**config.mk**
```make
export PLATFORM = sky130hd
export DESIGN_NAME = fifo_mxn_cfg
export DESIGN_NICKNAME = d
export VERILOG_FILES = /design/src/rtl/fifo_mxn_cfg.sv
export SDC_FILE = /design/constraint.sdc
export NUM_CORES = 1
export LEC_CHECK = 0
export ABC_AREA = 1
export BUFFER_PORTS_ARGS = -buffer_cell sky130_fd_sc_hd__buf_4
export CORE_ASPECT_RATIO = 0.8
export CORE_UTILIZATION = 48
export DETAILED_ROUTE_END_ITERATION = 8
export HOLD_SLACK_MARGIN = 0.1
export PLACE_DENSITY_LB_ADDON = 0.15
export SETUP_SLACK_MARGIN = 0.2
export SLEW_MARGIN = 40
export SYNTH_ARGS = -nofsm -noshare
export SYNTH_HDL_FRONTEND = slang
export SYNTH_SLANG_ARGS = --single-unit
```
**constraint.sdc**
```tcl
create_clock -name clk -period 2.7 [get_ports clk]
set_input_delay 0.27 -clock clk [delete_from_list [all_inputs] [get_ports clk]]
set_output_delay 0.27 -clock clk [all_outputs]
set_load 0.03 [all_outputs]
```
**src/rtl/fifo_mxn_cfg.sv**
```systemverilog
// Parametrised synchronous FIFO with fill level, thresholds and sticky error flags.
// Strobes are edge- or level-sensitive; the read port can be registered or fall-through.
module fifo_mxn_cfg #(
  parameter int DW     = 8,
  parameter int AW     = 4,
  parameter int EDGE   = 1,
  parameter int FWFT   = 0,
  parameter int AF_LVL = (1 << AW) - 2,
  parameter int AE_LVL = 2
) (
  input  logic          clk,
  input  logic          rst,
  input  logic          ien,
  input  logic          oen,
  input  logic [DW-1:0] idat,
  input  logic          clr_err,
  output logic [DW-1:0] odat,
  output logic          full,
  output logic          empty,
  output logic          afull,
  output logic          aempty,
  output logic [AW:0]   level,
  output logic          ovf,
  output logic          udf
);

  localparam int DEPTH = 1 << AW;
  localparam logic [AW:0] DEPTH_L = (AW+1)'(DEPTH);
  localparam logic [AW:0] AF_L    = (AW+1)'(AF_LVL);
  localparam logic [AW:0] AE_L    = (AW+1)'(AE_LVL);

  logic [DW-1:0] mem_q [DEPTH];
  logic [AW-1:0] wp_q, wp_d;
  logic [AW-1:0] rp_q, rp_d;
  logic [AW:0]   lvl_q, lvl_d;
  logic [DW-1:0] odat_q, odat_d;
  logic          ovf_q, ovf_d;
  logic          udf_q, udf_d;
  logic          ien_q, oen_q;
  logic          push, pop, push_ok, pop_ok;

  assign empty  = (lvl_q == '0);
  assign full   = (lvl_q == DEPTH_L);
  assign afull  = (lvl_q >= AF_L);
  assign aempty = (lvl_q <= AE_L);
  assign level  = lvl_q;
  assign ovf    = ovf_q;
  assign udf    = udf_q;

  // Fall-through mode shows the head word directly; registered mode holds the last pop.
  assign odat = (FWFT != 0) ? (empty ? '0 : mem_q[rp_q]) : odat_q;

  always_comb begin
    push    = (EDGE != 0) ? (ien_q & ~ien) : ien;
    pop     = (EDGE != 0) ? (oen_q & ~oen) : oen;
    pop_ok  = pop & ~empty;
    push_ok = push & (~full | pop_ok);
  end

  always_comb begin
    wp_d   = wp_q;
    rp_d   = rp_q;
    lvl_d  = lvl_q;
    odat_d = odat_q;
    if (push_ok) wp_d = wp_q + 1'b1;
    if (pop_ok) begin
      rp_d   = rp_q + 1'b1;
      odat_d = mem_q[rp_q];
    end
    case ({push_ok, pop_ok})
      2'b10:   lvl_d = lvl_q + 1'b1;
      2'b01:   lvl_d = lvl_q - 1'b1;
      default: lvl_d = lvl_q;
    endcase
  end

  // A fresh error in the same cycle as clr_err keeps the flag set.
  always_comb begin
    ovf_d = ovf_q;
    udf_d = udf_q;
    if (clr_err) begin
      ovf_d = 1'b0;
      udf_d = 1'b0;
    end
    if (push & ~push_ok) ovf_d = 1'b1;
    if (pop & ~pop_ok)   udf_d = 1'b1;
  end

  always_ff @(posedge clk) begin
    if (rst && push_ok) mem_q[wp_q] <= idat;
  end

  always_ff @(posedge clk) begin
    if (!rst) begin
      wp_q   <= '0;
      rp_q   <= '0;
      lvl_q  <= '0;
      odat_q <= '0;
      ovf_q  <= 1'b0;
      udf_q  <= 1'b0;
      ien_q  <= 1'b0;
      oen_q  <= 1'b0;
    end else begin
      wp_q   <= wp_d;
      rp_q   <= rp_d;
      lvl_q  <= lvl_d;
      odat_q <= odat_d;
      ovf_q  <= ovf_d;
      udf_q  <= udf_d;
      ien_q  <= ien;
      oen_q  <= oen;
    end
  end

endmodule

```
==> results.cfg <==
[run_status]
status = finished, final reports clean

[synth]
ys_top_cells_by_area = edfxtp_1, nand2_1, dfxtp_1
synth_edf_count = 128
async_flop_share_pct = 0
ys_ff_latch = 153
synth_common_cells = nand2_1, edfxtp_1, nand3_1, nor2_1, inv_1
yosysMostFrequentCell = nand2_1
yosys.area.top_type = edfxtp_1
yosysWarningCount = 0
syn_nets = 683
synth_top_area_share_pct = 58.5
syn-cell-area_sq_um = 6570
ys.flop_type = edfxtp_1
synth_seq_area_share_pct = 66.1
yosysUniqueCellTypes = 23
syn_avg_cell_area_sq_um = 9.94
syn_inst = 661

[route]
avgViaCountPerCell = 5.20
drtPass1Iterations = 5
wl_per_cell_um = 17.1
ant_nets = 0
num_vias = 4632
drc = 0
drtIter0Drc = 429
drt_wl_total_mm = 15.3

[finish]
ff_latch_area_sq_um = 4350
num-fill-cells = 1128
synthToLayoutAreaGrowth_pct = 15.5
drive_above_1_share_pct = 13.0
n_antenna_cell = 0
layout.cell_area.non_filler_sq_um = 7590
multiInputGateArea_sq_um = 1870
nets = 724
utilization_pct = 58.0

[critical_path]
crit_arrival_ns = 2.53
rrSetupSlack_ns = 0.54
end_kind = flip-flop
critPathKind = in -> reg
cp-start-kind = primary input
critPathLaunch = ien
worst-path-buf-inv = 4
cpPeakStageDelay_ns = 0.55
critPathSlowestCell = dlygate4sd3_1
rr_startpoint = level[1]$_SDFFE_PN0P_
crit_chain = dlygate4sd3_1 > buf_4 > nor2_1 > inv_1 > nand2_2 > inv_1 > fa_1 > nand3_1 > nand2_1 > nand3_1 > nand2_1 > a21oi_1 > nor2_1
required_ns = 3.01
critPathTopFamily = buffers and inverters
cp_max_fo = 5

[sta]
setup_tns_ns = 0
fmax_mhz = 451
post-route-min-period_ns = 2.22
worst_slew_pin_slew_ns = 0.696
slew_headroom_pct = 53.4
skew_ns = 0.00777
rsz0062_at_grt = no
worst_slack_ns = 0.481
period_share_pct = 82.2
hold_viol = 0
setup_viol = 0
fin_hold_ws_ns = 0.117
slew_violations = 0

[clocking]
cts_buffers = 17
cts_tree = yes
post_cts_buffers = 0
clock_latency_ns = 0.42
clock_sinks = 153
htree_levels = 4
cts.clk_slew.worst_paths_ns = 0.06
cts_buffer_depth = 2
root_buffer = clkbuf_16

[power_and_ir_drop]
vdd_drop_max_mv = 0.486
seqPwrFrac_pct = 50.0
switching_share_pct = 22.9
p_per_area_nw_per_um2 = 685
leakagePower_nw = 3.13
p_int_mw = 4.01
p_comb_share_pct = 7.1
pwr-share-clk_pct = 42.9
power_switching_mw = 1.19

[global_routing]
grt_pass1_wl_mm = 24.5
antenna_found_initial = 0
grtUsageTotal_pct = 23.5
grt_overflow = 0
grt_start_max_net_pins = 67
grt_pass1_vias = 4406

[placement]
gp_congestion = 0.895
port_buffers = 31
placed_area_sq_um = 7020
dp_slack_ns = 0.568
dp_hpwl_mm = 9.85

[floorplan]
die_w_um = 133
io_pins = 32
die_area_sq_um = 14200
die_h_um = 107
rows = 37
core_area_sq_um = 13100
initial_core_util_pct = 50.2

[flow_run]
maxCapViolCount = 0

[worst_hold_path]
hold_class = in -> reg
hold_path_startpoint = clr_err
flip-flops by register name, indices dropped and copies added, names as in the netlist:
signal  cells
rp_q        4
ien_q       1
udf         1
ovf         1
level       5
mem_q     128
wp_q        4
odat        8
oen_q       1
layer usage:
metal / wire [um] / GRT usage [%] / share of wire, %
met1: 7020 / 34.7 / 46
met2: 6850 / 34.6 / 45
met3: 1140 / 4.40 / 7.5
met4: 238 / 8.87 / 1.6
met5: 0 / 0 / 0
tightest hold or removal path: cells and delay by family:
kind | cells | cell delay [ns]
buf+inv | 2 | 0.12
compound gates | 1 | 0.06
simple gates | 1 | 0.05
logic make-up (layout without fill, tap and decap cells):
kind of cell / Yosys count / after routing / share of synthesized area [%]
XOR/XNOR: 3 / 3 / 0.400
AO/OA/AOI/OAI: 28 / 28 / 2.19
flip-flops: 153 / 153 / 66.1
buffers and inverters: 78 / 132 / 5.39
AND/OR/NAND/NOR: 390 / 390 / 24.1
adder cells (fa/ha/maj): 9 / 9 / 1.83
stage by stage:
step / cells / power (mW)
2_1_floorplan: 661 / 2.88
3_3_place_gp: 856 / 3.01
3_5_place_dp: 856 / 3.02
4_1_cts: 890 / 5.23
5_1_grt: 890 / 5.38
6_report: 890 / 5.20
final cells by class:
cell class                 count  share of cell area [%]
sequential                   153                    57.2
multi-input combinational    430                    24.7
clock buffer                  21                    6.06
timing repair buffer          52                    5.54
tap                          175                    2.88
inverter                      48                    2.37
clock inverter                11                    1.24
power by group through the flow:
stage	clock [mW]	combinational, mW	sequential (mW)
after floorplan	0	0.208	2.67
after global placement	0	0.359	2.65
after detailed placement	0	0.367	2.65
after CTS	2.26	0.371	2.60
after global routing	2.36	0.414	2.60
final	2.23	0.370	2.60
path summary, 6_finish.rpt:
kind | to | depth (start not counted)
worst max-delay path | level[4]$_SDFFE_PN0P_ | 13
worst min register to register | udf$_SDFFE_PN0P_ | 2
worst max register to register | level[4]$_SDFFE_PN0P_ | 13
worst min-delay path | ovf$_SDFFE_PN0P_ | 4
repair_timing:
action	CTS	global route
endpoints found under the setup margin	0	0
hold endpoints to repair	2	0
hold buffers	2	0
gates resized for setup	0	0
cell usage in the layout, fill, tap and decap left out:
cell | netlist | routed
nor2_2 | 1 | 1
dlygate4sd3_1 | 0 | 2
dfxtp_1 | 25 | 24
dfxtp_2 | 0 | 1
clkbuf_1 | 5 | 2
clkbuf_8 | 0 | 2
o21ai_0 | 16 | 16
xnor2_1 | 1 | 1
bufinv_16 | 0 | 1
nand4_1 | 1 | 1
ha_1 | 8 | 8
inv_2 | 5 | 5
nand2_2 | 6 | 6
edfxtp_1 | 128 | 128
inv_1 | 41 | 41
clkinv_4 | 0 | 1
xor2_1 | 2 | 2
nand2_1 | 239 | 239
a21oi_1 | 11 | 11
clkinv_2 | 0 | 4
inv_6 | 0 | 1
a2111oi_0 | 1 | 1
clkinvlp_4 | 0 | 1
clkinv_1 | 2 | 2
inv_4 | 0 | 3
clkbuf_16 | 0 | 17
buf_12 | 0 | 2
nor2_1 | 63 | 63
fa_1 | 1 | 1
nand3_1 | 80 | 80
buf_4 | 8 | 48
Note: power is estimated with default switching activity, not from simulation.
